`config.mk`:
```
export PLATFORM = sky130hd
export DESIGN_NAME = imem_pipe
export DESIGN_NICKNAME = d
export VERILOG_FILES = /design/src/rtl/imem_pkg.sv /design/src/rtl/imem_ram.sv /design/src/rtl/imem_pipe.sv
export SDC_FILE = /design/constraint.sdc
export NUM_CORES = 2
export LEC_CHECK = 0
export ABC_CLOCK_PERIOD_IN_PS = 6500
export BUFFER_PORTS_ARGS = -buffer_cell sky130_fd_sc_hd__buf_4
export CAP_MARGIN = 5
export CORE_MARGIN = 5
export CORE_UTILIZATION = 40
export DETAILED_ROUTE_END_ITERATION = 8
export GPL_TIMING_DRIVEN = 0
export PLACE_DENSITY = 0.57
export REMOVE_ABC_BUFFERS = 1
export SLEW_MARGIN = 40
export SYNTH_ARGS = -nofsm -noshare
export SYNTH_HDL_FRONTEND = slang
export SYNTH_SLANG_ARGS = --single-unit
```
`constraint.sdc`:
```
create_clock -name clk -period 6.5 [get_ports clk]
set_input_delay 1.95 -clock clk [delete_from_list [all_inputs] [get_ports clk]]
set_output_delay 1.95 -clock clk [all_outputs]
set_load 0.02 [all_outputs]
```
`src/rtl/imem_pkg.sv`:
```
// Shared types and constants for the pipelined instruction memory.
package imem_pkg;

    typedef enum logic [1:0] {
        CLEAR = 2'd0,
        LOAD  = 2'd1,
        RUN   = 2'd2
    } state_t;

    localparam int unsigned NOP_WORD = 0;

endpackage

```
`src/rtl/imem_ram.sv`:
```
// Single-port-write, registered-read instruction storage.
module imem_ram #(
    parameter int N     = 32,
    parameter int DEPTH = 64,
    parameter int CW    = $clog2(DEPTH)
) (
    input  logic          clk,
    input  logic          rst_n,
    input  logic          we,
    input  logic [CW-1:0] waddr,
    input  logic [N-1:0]  wdata,
    input  logic          re,
    input  logic [CW-1:0] raddr,
    output logic [N-1:0]  rdata
);

    logic [N-1:0] mem [DEPTH];

    // NOTE: the array has no reset so it maps onto RAM macros; the owner zeroes it by sweeping writes.
    always_ff @(posedge clk) begin
        if (we) begin
            mem[waddr] <= wdata;
        end
    end

    // The read register is a plain flop and does reset, so the response reads 0 during reset.
    always_ff @(posedge clk or negedge rst_n) begin
        if (!rst_n) begin
            rdata <= '0;
        end else if (re) begin
            // NOTE: non-blocking assignment for every sequential register.
            rdata <= mem[raddr];
        end
    end

endmodule

```
`src/rtl/imem_pipe.sv`:
```
// Instruction memory with clear/load/run control and a one-deep response stage.
module imem_pipe
    import imem_pkg::*;
#(
    parameter int N     = 32,
    parameter int DEPTH = 64,
    parameter int AW    = 8
) (
    input  logic          clk,
    input  logic          reset_n,
    input  logic          load_mode,
    input  logic          wr_en,
    input  logic [AW-1:0] wr_addr,
    input  logic [N-1:0]  wr_data,
    output logic          wr_err,
    input  logic          req_valid,
    output logic          req_ready,
    input  logic [AW-1:0] req_addr,
    input  logic          flush,
    output logic          rsp_valid,
    input  logic          rsp_ready,
    output logic [N-1:0]  rsp_data,
    output logic          rsp_fault,
    output logic          busy
);

    localparam int CW = $clog2(DEPTH);

    state_t        state, state_nxt;
    logic [CW-1:0] cnt;
    logic          wr_in_range, req_in_range;
    logic          load_wr, accept;
    logic          ram_we;
    logic [CW-1:0] ram_waddr;
    logic [N-1:0]  ram_wdata, ram_rdata;

    assign wr_in_range  = {1'b0, wr_addr}  < (AW+1)'(DEPTH);
    assign req_in_range = {1'b0, req_addr} < (AW+1)'(DEPTH);

    assign busy      = (state == CLEAR);
    assign req_ready = (state == RUN) && !flush && (!rsp_valid || rsp_ready);
    assign accept    = req_valid && req_ready;
    assign load_wr   = wr_en && (state == LOAD) && wr_in_range;

    always_ff @(posedge clk or negedge reset_n) begin
        if (!reset_n) begin
            state <= CLEAR;
            cnt   <= '0;
        end else begin
            state <= state_nxt;
            cnt   <= (state == CLEAR) ? cnt + 1'b1 : '0;
        end
    end

    always_comb begin
        // NOTE: default first so no path leaves state_nxt unassigned (no latch).
        state_nxt = state;
        unique case (state)
            CLEAR: if (cnt == CW'(DEPTH - 1)) state_nxt = load_mode ? LOAD : RUN;
            LOAD:  if (!load_mode)            state_nxt = RUN;
            RUN:   if (load_mode)             state_nxt = LOAD;
            default:                          state_nxt = CLEAR;
        endcase
    end

    always_comb begin
        ram_we    = load_wr;
        ram_waddr = wr_addr[CW-1:0];
        ram_wdata = wr_data;
        if (state == CLEAR) begin
            ram_we    = 1'b1;
            ram_waddr = cnt;
            ram_wdata = N'(NOP_WORD);
        end
    end

    always_ff @(posedge clk or negedge reset_n) begin
        if (!reset_n) begin
            wr_err    <= 1'b0;
            rsp_valid <= 1'b0;
            rsp_fault <= 1'b0;
        end else begin
            wr_err <= wr_en && !load_wr;
            if (accept) begin
                rsp_valid <= 1'b1;
                rsp_fault <= !req_in_range;
            end else if (flush || rsp_ready) begin
                rsp_valid <= 1'b0;
            end
        end
    end

    // The read register only loads on acceptance, which keeps a stalled response stable.
    imem_ram #(
        .N     (N),
        .DEPTH (DEPTH),
        .CW    (CW)
    ) u_ram (
        .clk   (clk),
        .rst_n (reset_n),
        .we    (ram_we),
        .waddr (ram_waddr),
        .wdata (ram_wdata),
        .re    (accept),
        .raddr (req_addr[CW-1:0]),
        .rdata (ram_rdata)
    );

    assign rsp_data = rsp_fault ? N'(NOP_WORD) : ram_rdata;

endmodule

```
# Yosys cells after proc, flatten, opt, wreduce, memory -nomap -nowiden
# Memory sizes are Yosys's and may differ from the RTL's. A register that Yosys moved wholly into a read port is not among the register bits.
# Index checks and enable logic that the tools add are counted.
[word_totals] reg_bits=11 ramBits=2048 in_bits=55 output_inout_bits=37 word_cells=45 memories=1
[memory_table] name="u_ram.mem" depth=64 word_bits=32 rd=1 rd_ports_with_merged_regs=1 wr=1 line="imem_ram.sv:17" source="logic [N-1:0] mem [DEPTH];"
[op_classes] add_sub_neg=1 magnitude_cmp=2 n_eq_ne=6 mux=14 reduce_logical=16
[op_table] op="2-to-1 mux 32 bit" count=2
[op_table] op="< comparator 8 x 7 -> 1 bit (second input constant)" count=2
[op_table] op="2-to-1 mux 6 bit" count=2
[op_table] op="2-to-1 mux 2 bit" count=4
[op_table] op="adder 6 x 1 -> 6 bit (second input constant)" count=1
[op_table] op="== test 6 bit (second input constant)" count=1
[op_table] op="logical AND 1 bit" count=6
[op_table] op="case mux 2 bit (3 select lines)" count=1
[op_table] op="logical NOT 1 bit" count=5
[op_table] op="2-to-1 mux 1 bit" count=5
[op_table] op="!= test 2 bit (second input constant)" count=2
[op_table] op="AND reduction 3 bit" count=1
[op_table] op="== test 2 x 1 -> 1 bit (second input constant)" count=1
[op_table] op="== test 2 bit (second input constant)" count=1
[op_table] op="logical NOT 2 bit" count=1
[op_table] op="logical OR 1 bit" count=2
[op_table] op="!= test 2 x 1 -> 1 bit (second input constant)" count=1
[op_table] op="nonzero test 2 bit" count=1

# Longest topological paths before layout
[depth] depth_word=6 depth_mapped=10 depth_no_buf=7

# Cells and area by module
# A second synthesis with hierarchy kept.
[hier_totals] cells_unflattened=3982 area_unflattened_um2=80976.4
[modules_own_cells] module="imem_ram" instances=1 cells_per_inst=3843 area_per_inst_um2=79990.5 seq_area_each_um2=62299.8
[modules_own_cells] module="imem_pipe" instances=1 cells_per_inst=139 area_per_inst_um2=985.9 seq_area_each_um2=275.3

# Worst setup path after synthesis
# Ideal clock, no wire load.
[synth_path] kind="input-to-output" from="in rsp_ready" to="out req_ready" arrival_time_ns=2.554 required_time_ns=4.550 path_slack_ns=1.996 stages=2 path_buffers=0 path_cell_list="nand2b_1 -> nor4b_2"
[synth_between] elab_chain_len=2
[synth_rtl] element="from (decl)" line="imem_pipe.sv:21" source="input logic rsp_ready,"
[synth_rtl] element="logical OR 1 bit" line="imem_pipe.sv:41" source="assign req_ready = (state == RUN) && !flush && (!rsp_valid || rsp_ready);"
[synth_rtl] element="logical AND 1 bit" line="imem_pipe.sv:41"
[synth_rtl] element="to (decl)" line="imem_pipe.sv:17" source="output logic req_ready,"
# Every way passes these cells.

==> impl_metrics.py <==
metrics = {
    "worst_setup_path": {
        "crit_family": "buffers and inverters",
        "critPathCaptureType": "flip-flop",
        "critical_path_required_ps": 7270,
        "start_kind": "input port",
        "worst_path_most_repeated_cell": "buf_16",
        "worstPathCellList": "buf_16 > buf_16 > buf_16 > buf_16 > buf_16 > buf_16 > mux4_2 > mux2i_1 > a22oi_1 > o21ai_1 > nor3_1 > a221o_1",
        "crit_buf_inv": 6,
        "max_stage_delay_ps": 750,
        "critical_path_class": "in2reg",
        "worstPathMaxFanout": 76,
        "slowest_stage": "nor3_1",
        "worstPathArrival_ps": 6710,
    },
    "clocking": {
        "clk_pin_slew_ps": 60,
        "cts_made_buffers": 199,
        "postCtsSetupBuffers": 0,
        "holdBufCountCts": 0,
        "ctsResizeCount": 0,
        "htreeDepth": 4,
        "cts_tree": "yes",
        "numClockSinks": 2091,
        "clock_path_buffers": 3,
        "root_buffer": "clkbuf_16",
        "clk_latency_ps": 840,
    },
    "global_route": {
        "grt_pass1_wl_mm": 292.6,
        "antenna_found_initial": 6,
        "grt_pass1_vias": 40324,
        "gr-usage-all-layers": 0.1923,
        "overflow": 0,
        "grt_max_degree": 81,
    },
    "layout": {
        "syn_to_final_growth_pct": 18.70,
        "nets": 4376,
        "layout_commonest_cell": "edfxtp_1",
        "ff_latch_area_sq_mm": 0.06258,
        "multiInputGateArea_sq_mm": 0.01789,
        "drive_gt1_frac": 0.2284,
        "fillCellCount": 16371,
        "final_cell_mix": "edfxtp_1 (2048), mux2i_1 (576), mux4_2 (256)",
    },
    "route": {
        "drt-pass1-iter-count": 5,
        "ant_nets": 0,
        "wl_mm": 205.3,
        "routed_via_density": 5.557,
        "drtIter0Drc": 3526,
        "route.detailed.drc": 0,
        "wl_per_cell_microns": 28.66,
        "vias": 39792,
    },
    "logic_synthesis": {
        "ys_ff_latch": 2091,
        "synth_cells": 4014,
        "yosysUniqueCellTypes": 38,
        "syn_area_sq_mm": 0.08091,
        "avgSynthCellArea_sq_um": 20.16,
        "ys_seq_area_frac": 0.7734,
        "yosysWarnings": 0,
    },
    "timing": {
        "final-hold-violation-count": 0,
        "max_clock_freq_mhz": 168.5,
        "min_period_ps": 5933,
        "rsz0062_at_grt": "false",
        "worst_slack_ps": 566.6,
        "tns_ps": 0,
        "max_slew.worst_pin.slew_ps": 967.2,
        "finalCritPeriodShare": 0.9128,
        "setup_violations": 0,
        "maxSlewHeadroom": 0.3522,
        "slew_violations": 0,
        "skew_ps": 31.95,
    },
    "power_and_ir_drop": {
        "p_leak_nw": 32.15,
        "irDropWorstVdd_mv": 0.2646,
        "power.density_mw_per_mm2": 317.8,
    },
    "floorplanning": {
        "start_util": 0.4011,
        "die_w_microns": 459.7,
        "io_pins": 92,
        "rows": 165,
        "dieArea_sq_mm": 0.2114,
        "die_h_microns": 459.7,
        "coreArea_sq_mm": 0.2017,
    },
    "run_status": {
        "status": "completed",
    },
    "placed_design": {
        "dp.final_hpwl_mm": 136.4,
        "dp_slack_ps": -566.3,
        "gp_congestion": 0.7856,
        "portBuffers": 91,
    },
    "min_path": {
        "holdCritPathClass": "reg2reg",
    },
    "run": {
        "drv_cap": 0,
    },
}
synthesized netlist by cell type, drive strengths merged:
library cell | n | share of area
nor2b | 36 | 0.0028
nor4b | 1 | 0.00019
xnor2 | 2 | 0.00022
nand3b | 6 | 0.00056
mux2 | 32 | 0.0045
and2 | 67 | 0.0052
buf | 139 | 0.010
nor2 | 80 | 0.0037
a22oi | 223 | 0.021
xor2 | 2 | 0.00022
clkinv | 1 | 0.000046
o2111ai | 1 | 0.00011
nand2 | 32 | 0.0015
a22o | 64 | 0.0069
or3 | 1 | 0.000077
o31ai | 1 | 0.000093
nand2b | 2 | 0.00015
nand3 | 106 | 0.0066
ha | 1 | 0.00015
o21ai | 34 | 0.0021
mux4 | 256 | 0.071
a221o | 32 | 0.0040
clkbuf | 93 | 0.0043
a31oi | 33 | 0.0026
mux2i | 578 | 0.072
and3 | 1 | 0.000077
inv | 3 | 0.00014
dfrtp | 43 | 0.013
a211oi | 31 | 0.0029
or2 | 1 | 0.000077
nor3 | 63 | 0.0039
a21oi | 1 | 0.000062
edfxtp | 2048 | 0.76
routing by layer:
metal  vias to the layer above  track usage  share of wire
li1                      17257            -              -
met4                         2      0.06414          0.032
met3                       286      0.03301          0.055
met1                     21168       0.2587           0.42
met5                         -            0       0.000054
met2                      1079       0.3196           0.50
worst paths after layout:
check	depth (start not counted)	to	start	slack, ps
worst max-delay path	12	u_ram.rdata[3]$_DFFE_PN0P_	req_addr[2]	570
worst min-delay path	1	u_ram.rdata[15]$_DFFE_PN0P_	u_ram.rdata[15]$_DFFE_PN0P_	510
worst max register to register	6	u_ram.mem[30][18]$_DFFE_PP_	state[0]$_DFFE_PN0P_	2790
worst min register to register	1	u_ram.rdata[15]$_DFFE_PN0P_	u_ram.rdata[15]$_DFFE_PN0P_	510
max in group asynchronous	1	rsp_fault$_DFFE_PN0P_	reset_n	4920
min in group asynchronous	1	u_ram.rdata[27]$_DFFE_PN0P_	reset_n	1140
flip-flops by register name, summed over array words and instances, names as in the netlist:
signal       count
state            2
u_ram.rdata     32
u_ram.mem     2048
rsp_fault        1
wr_err           1
rsp_valid        1
cnt              6
cells by family after synthesis:
family          count (synthesis)  share of synthesized area
mux                           866                     0.1472
buf+inv                       236                    0.01465
compound gates                420                    0.03937
simple gates                  396                    0.02474
flops                        2091                     0.7734
fa+ha+maj                       1                  0.0001546
xor+xnor                        4                  0.0004331
final cells by class:
cell class | instances | area share
Antenna cell | 5 | 0.0001303
Clock buffer | 260 | 0.05575
Clock inverter | 105 | 0.006436
Inverter | 4 | 0.0002345
Multi-Input combinational cell | 1687 | 0.1862
Sequential cell | 2091 | 0.6516
Tap cell | 2672 | 0.03481
Timing Repair Buffer | 337 | 0.06479
metrics by stage:
step / total power, mW / util / cell area [sq um] / std cells / hold WS, ps
after floorplan: 17.83 / - / 79740 / 3782 / 453.9
after global placement: 19.66 / 0.4153 / 83760 / 6545 / 490.1
after detailed placement: 20.02 / 0.4462 / 90000 / 6790 / 495.5
after CTS: 30.77 / 0.4758 / 95980 / 7155 / 505.7
after global routing: 31.53 / 0.4761 / 96030 / 7159 / 530.0
final: 30.52 / 0.4761 / 96030 / 7161 / 513.0
report_power, final:
part	total (mW)	internal, mW	switching (mW)
Sequential	16.1	15.8	0.267
Clock	10.8	5.93	4.88
Combinational	3.63	1.32	2.31
Note: power is estimated with default switching activity, not from simulation.
